$ cat src/rtl/prog_loader.sv
// Byte-stream program loader: assembles little-endian words into instruction memory
// and holds the core in reset until the whole program has been written.
module prog_loader #(
    parameter int MAX_WORDS = 64,
    parameter int ADDR_W    = 8
) (
    input  logic              clk,
    input  logic              rst,
    input  logic              byte_valid,
    input  logic [7:0]        byte_data,
    output logic              byte_ready,
    input  logic              load_req,
    output logic              imem_we,
    output logic [ADDR_W-1:0] imem_addr,
    output logic [31:0]       imem_wdata,
    output logic              cpu_rst,
    output logic              pc_en,
    output logic [6:0]        loaded_words,
    output logic              err
);

    typedef enum logic [2:0] {
        S_IDLE,
        S_HDR,
        S_DATA,
        S_RUN,
        S_ERR
    } state_t;

    localparam logic [7:0] MAX_N = 8'(MAX_WORDS);

    state_t      state;
    logic [6:0]  n_words;
    logic [6:0]  word_cnt;
    logic [1:0]  byte_cnt;
    logic [23:0] asm_reg;
    logic        xfer;

    // Handshake: a byte moves on a rising edge where byte_valid and byte_ready are both high;
    // byte_ready is registered from the next state, so it is high throughout HDR and DATA only.
    assign xfer = byte_valid & byte_ready;

    always_ff @(posedge clk or negedge rst) begin
        if (!rst) begin
            state        <= S_IDLE;
            byte_ready   <= 1'b0;
            imem_we      <= 1'b0;
            imem_addr    <= '0;
            imem_wdata   <= '0;
            cpu_rst      <= 1'b1;
            pc_en        <= 1'b0;
            loaded_words <= '0;
            err          <= 1'b0;
            n_words      <= '0;
            word_cnt     <= '0;
            byte_cnt     <= '0;
            asm_reg      <= '0;
        end else begin
            imem_we <= 1'b0;
            case (state)
                S_IDLE: begin
                    state      <= S_HDR;
                    byte_ready <= 1'b1;
                end
                S_HDR: begin
                    if (xfer) begin
                        if (byte_data == 8'd0) begin
                            // Empty program: keep the current memory image and start the core.
                            state        <= S_RUN;
                            loaded_words <= '0;
                            byte_ready   <= 1'b0;
                            cpu_rst      <= 1'b0;
                            pc_en        <= 1'b1;
                        end else if (byte_data > MAX_N) begin
                            state      <= S_ERR;
                            byte_ready <= 1'b0;
                            err        <= 1'b1;
                        end else begin
                            state        <= S_DATA;
                            n_words      <= byte_data[6:0];
                            byte_cnt     <= '0;
                            word_cnt     <= '0;
                            loaded_words <= '0;
                        end
                    end
                end
                S_DATA: begin
                    if (xfer) begin
                        if (byte_cnt == 2'd3) begin
                            imem_we      <= 1'b1;
                            imem_wdata   <= {byte_data, asm_reg};
                            imem_addr    <= ADDR_W'({word_cnt, 2'b00});
                            word_cnt     <= word_cnt + 7'd1;
                            loaded_words <= word_cnt + 7'd1;
                            byte_cnt     <= '0;
                            if (word_cnt + 7'd1 == n_words) begin
                                state      <= S_RUN;
                                byte_ready <= 1'b0;
                                cpu_rst    <= 1'b0;
                                pc_en      <= 1'b1;
                            end
                        end else begin
                            case (byte_cnt)
                                2'd0:    asm_reg[7:0]   <= byte_data;
                                2'd1:    asm_reg[15:8]  <= byte_data;
                                default: asm_reg[23:16] <= byte_data;
                            endcase
                            byte_cnt <= byte_cnt + 2'd1;
                        end
                    end
                end
                S_RUN: begin
                    if (load_req) begin
                        state      <= S_HDR;
                        byte_ready <= 1'b1;
                        cpu_rst    <= 1'b1;
                        pc_en      <= 1'b0;
                    end
                end
                S_ERR: begin
                    if (load_req) begin
                        state      <= S_HDR;
                        byte_ready <= 1'b1;
                        err        <= 1'b0;
                    end
                end
                default: begin
                    state      <= S_IDLE;
                    byte_ready <= 1'b0;
                    cpu_rst    <= 1'b1;
                    pc_en      <= 1'b0;
                end
            endcase
        end
    end

endmodule

$ cat config.mk
export PLATFORM = sky130hd
export DESIGN_NAME = prog_loader
export DESIGN_NICKNAME = d
export VERILOG_FILES = /design/src/rtl/prog_loader.sv
export SDC_FILE = /design/constraint.sdc
export NUM_CORES = 1
export LEC_CHECK = 0
export CAP_MARGIN = 20
export CORE_MARGIN = 2
export CORE_UTILIZATION = 40
export DETAILED_ROUTE_END_ITERATION = 10
export GPL_TIMING_DRIVEN = 0
export HOLD_SLACK_MARGIN = 0.02
export MAX_ROUTING_LAYER = met4
export SLEW_MARGIN = 25
export SYNTH_ARGS = -nofsm -noshare
export SYNTH_HDL_FRONTEND = slang
export SYNTH_SLANG_ARGS = --single-unit
$ cat constraint.sdc
create_clock -name clk -period 2.57 [get_ports clk]
set_clock_uncertainty 0.1 [all_clocks]
set_input_delay 0.257 -clock clk [delete_from_list [all_inputs] [get_ports clk]]
set_output_delay 0.257 -clock clk [all_outputs]
set_load 0.01 [all_outputs]
After elaboration in Yosys (flattened, before gate mapping) --
Index checks and enable logic that the tools add are counted.
Word-level totals: word-level logic and storage cells 112, bits of input ports 12, output and inout bits 52, bits in registers 93
Cells by class: add/subtract/negate cells 2, muxes and demuxes 48, reductions and logical operators 20, equality and inequality tests 20, order comparisons 1, bitwise gates (word level) 6
Operators by type and width (count):
- 2-to-1 mux 7 bit | 7
- case mux 7 bit (2 select lines) | 2
- 2-to-1 mux 1 bit | 21
- 2-to-1 mux 3 bit | 7
- inequality test 2 bit (second input constant) | 10
- AND reduction 5 bit | 4
- AND reduction 4 bit | 4
- case mux 1 bit (4 select lines) | 3
- case mux 3 bit (4 select lines) | 1
- AND reduction 6 bit | 2
- 2-to-1 mux 2 bit | 5
- greater-than comparator 8 x 7 -> 1 bit (second input constant) | 1
- zero test 8 bit | 1
- adder 7 x 1 -> 7 bit (second input constant) | 1
- equality test 7 bit | 1
- AND reduction 7 bit | 1
- equality test 3 x 2 -> 1 bit (second input constant) | 2
- inequality test 3 bit (second input constant) | 2
- OR reduction 2 bit | 3
- inverter 1 bit | 5
- case mux 2 bit (2 select lines) | 1
- nonzero test 2 bit | 2
- equality test 3 x 1 -> 1 bit (second input constant) | 1
- equality test 3 bit (second input constant) | 1
- 9 further kinds | 9

Longest topological paths before layout --
word-level depth 6, gate-level depth with buffers 9, depth with buffers taken out 7

Worst setup path after synthesis --
No wires, ideal clock.
path type reg-to-reg, from reg word_cnt[0], to reg byte_ready, path buffers 3, arrival 1.957 ns, clock period less this slack 2.178 ns, required time 2.350 ns, library setup time 0.120 ns, slack 0.392 ns, stages on the path, launching flop included 10, cells stage by stage dfrtp_1 buf_2 and3_4 buf_6 and3_1 buf_2 xnor2_1 o2111ai_1 or3_4 a41o_1
Between the ends: cells in the longest elaborated chain, start to end 4
RTL lines:
- start, declared | line 34 | logic [6:0] word_cnt;
- start signal, assigned | line 93 | word_cnt <= word_cnt + 7'd1;
- adder 7 x 1 -> 7 bit | line 96 | if (word_cnt + 7'd1 == n_words) begin
- equality test 7 bit | line 96
- inequality test 2 bit (no line)
- AND reduction 6 bit (no line)
- end signal, assigned | line 98 | byte_ready <= 1'b0;
- end signal, assigned | line 115 | byte_ready <= 1'b1;
- end signal, assigned | line 123 | byte_ready <= 1'b1;
- end, declared | line 11 | output logic byte_ready,
No other way between the ends. A chain may end at the register's enable or synchronous reset.

Worst setup path after layout --
from in byte_data[1], to reg word_cnt[1]
Between the ends: cells in the longest elaborated chain, start to end 3, elaborated cells between the ends (all ways) 5, classes of those cells order compare: 1; eq/ne: 2; reduce/logical: 2
RTL lines:
- start, declared | line 10 | input logic [7:0] byte_data,
- greater-than comparator 8 x 7 -> 1 bit or zero test 8 bit (tied branches) | line 74, 67
- inequality test 2 bit (no line)
- AND reduction 6 bit (no line) *
Every way passes the cells marked *; elsewhere a longest branch is shown, timed or not.

==> metrics.cfg <==
[status]
outcome = complete, no violations

[power]
clockPowerShare = 0.384
vdd_drop_max_mv = 0.289
p_comb_frac = 0.039
seq_power_share = 0.577
p_sw_frac = 0.234
p_int_w = 0.00195
p_sw_w = 0.000596
leakage_nw = 2.56
p_per_area_nw_per_um2 = 487

[clocking]
cts-root-buf = clkbuf_8
insertion_delay_ns = 0.36
clock_sinks = 93
cts_max_level = 3
path_clk_slew_ns = 0.09
post-cts-setup-buffer-count = 0
clockBufferDepth = 2
cts_tree = yes
hold_buffers = 1
cts_inserted_buffers = 9
cts_resized = 0

[logic_synthesis]
syn-instance-count = 405
syn_area_per_cell_sq_um = 10.4
synth_top_area_frac = 0.547
synthDistinctLibCells = 50
synthArstFlopShare = 1.00
ys_ff_latch = 93
yosysTopAreaCell = dfrtp_1
yosys-top-cells-area = dfrtp_1, nand2_1, mux2_2
synth_edf_count = 0
yosys.cell_count.top_type = nand2_1
synth_flop_cell = dfrtp_1
syn-cell-area_sq_um = 4210
yosysWarnings = 0
synth_seq_area_share = 0.553
synthTopCellsByCount = nand2_1, dfrtp_1, mux2_2, clkbuf_1, a21oi_1

[final_layout]
area_delta_synth_final_pct = 24.1
drive_above_1_share = 0.153
n_fill_cell = 981
antennaDiodeCount = 0
nNetsFinal = 497
largest_register_ffs = 32
utilization = 0.508

[die]
ioPinCount = 64
coreArea_sq_um = 10300
dieHeight_microns = 107
die_x_microns = 107
start_util = 0.410
die-area_sq_um = 11400
placementRows = 37

[worst_setup_path]
end_kind = flop
r2r-end = byte_ready$_DFFE_PN0P_
crit_type = input port to flop
worstPathArrival_ns = 2.65
ff2ff_setup_slack_ns = 0.20
rr_worst_depth = 9
cp-start-kind = input port
path_max_fanout = 8
required_ns = 2.73
critPathLaunch = byte_data[1]
r2r-start = word_cnt[0]$_DFFE_PN0P_

[timing]
fmax_ghz = 0.401
finalCritPeriodShare = 0.971
worst_pin_slew_ns = 0.619
rsz0062_at_grt = false
slew_violations = 0
setup_viol = 0
timing.final.crit_period_ns = 2.50
final_hold_viol_count = 0
slew_headroom = 0.587
setup_tns_ns = 0
whs_ns = 0.293

[routing]
wl_met2_microns = 4580
top_layer = met4
wl_per_cell_microns = 15.6
wl_met3_microns = 401
initialDrtViolationCount = 163
drc = 0
ant_nets = 0
drt_wl_total_microns = 9670
route.layer.met1.wl_microns = 4600
dr.pass1.iters = 4
vias_per_cell = 5.04
vias = 3129

[placement]
gp_congestion = 0.797
port_buffers = 61
dp_hpwl_microns = 6790

[global_route]
gr-usage-all-layers = 0.188
antenna_found_initial = 0
grt_pass1_wl_microns = 16200
grt_pass1_vias = 3121
grt_overflow_total = 0
grt_max_degree = 48

[job]
maxCapViolCount = 0

[min_path]
hp-class = input port to async pin

cells by family (layout without fill, tap and decap cells):
| kind of cell | after synthesis | count (layout) | share of synthesized area |
|---|---|---|---|
| other | 1 | 2 | 0.000891 |
| DFF | 93 | 93 | 0.553 |
| buffers and inverters | 32 | 111 | 0.0339 |
| AOI/OAI and AO/OA | 51 | 51 | 0.0838 |
| adders and majority gates | 5 | 5 | 0.0149 |
| xor gates and xnor gates | 10 | 10 | 0.0208 |
| muxes | 35 | 35 | 0.101 |
| and+or+nand+nor | 178 | 178 | 0.192 |
metal layers:
metal / track usage / vias up
met5: - / -
met4: 0.0557 / 0
met3: 0.0426 / 8
met2: 0.282 / 72
met1: 0.258 / 1555
li1: - / 1494
power by group through the flow:
| stage | clock network (W) | logic, W | registers (W) |
|---|---|---|---|
| 2_1_floorplan | 0 | 0.0000246 | 0.00150 |
| 3_3_place_gp | 0 | 0.0000936 | 0.00150 |
| 3_5_place_dp | 0 | 0.000101 | 0.00150 |
| 4_1_cts | 0.00101 | 0.000102 | 0.00147 |
| 5_1_grt | 0.00107 | 0.000110 | 0.00147 |
| 6_report | 0.000977 | 0.0000993 | 0.00147 |
worst max-delay path by stage:
stage / cells after the start / slack, ns / to
floorplan: 9 / 0.39 / byte_ready$_DFFE_PN0P_
global placement: 1 / -2.36 / imem_wdata[1]$_DFFE_PN0P_
detailed placement: 7 / -0.33 / word_cnt[1]$_DFFE_PN0P_
CTS: 7 / 0.07 / word_cnt[1]$_DFFE_PN0P_
global route: 7 / 0.02 / word_cnt[1]$_DFFE_PN0P_
finish: 7 / 0.07 / word_cnt[1]$_DFFE_PN0P_
placed cells by master, fill, tap and decap left out, types with 3 or more instances in the layout:
cell type | netlist | final
nor2_1 | 12 | 12
a31oi_1 | 7 | 7
mux2_4 | 8 | 8
ha_1 | 5 | 5
nor3_1 | 3 | 3
dfrtp_1 | 92 | 92
clkbuf_8 | 0 | 9
nand2b_1 | 7 | 7
nand2_1 | 126 | 126
buf_2 | 6 | 6
and3_1 | 6 | 6
nand3_1 | 9 | 9
inv_1 | 8 | 8
clkdlybuf4s50_1 | 0 | 60
mux2_2 | 27 | 27
a21oi_1 | 13 | 13
clkbuf_1 | 14 | 15
o21ai_0 | 12 | 12
xnor2_1 | 8 | 8
through the flow:
step | setup slack, ns | total power [W] | std cells | area [sq um]
after CTS | 0.0689 | 0.00258 | 621 | 5230
after detailed placement | -0.335 | 0.00160 | 604 | 5020
after global placement | -2.36 | 0.00159 | 603 | 4990
after floorplan | 0.392 | 0.00152 | 406 | 4210
final | 0.0736 | 0.00255 | 621 | 5230
after global routing | 0.0158 | 0.00265 | 621 | 5230
worst max-delay path: stages:
cell	delay [ns]
clkdlybuf4s50_1	0.60
or4_4	0.66
o31ai_4	0.21
nand2b_2	0.12
nor3_4	0.26
o21a_4	0.24
mux2_4	0.31
area by class of cell:
cell class              instances  area, sq um  area share
inverters                       9         33.8     0.00647
clock buffers                  10          128      0.0244
clock inverters                 6         63.8      0.0122
repair buffers                 63          649       0.124
well taps                     136          170      0.0326
plain buffers                  23          109      0.0208
flip-flops and latches         93         2330       0.446
multi-input cells             281         1740       0.334
(Power assumes the default switching activity.)
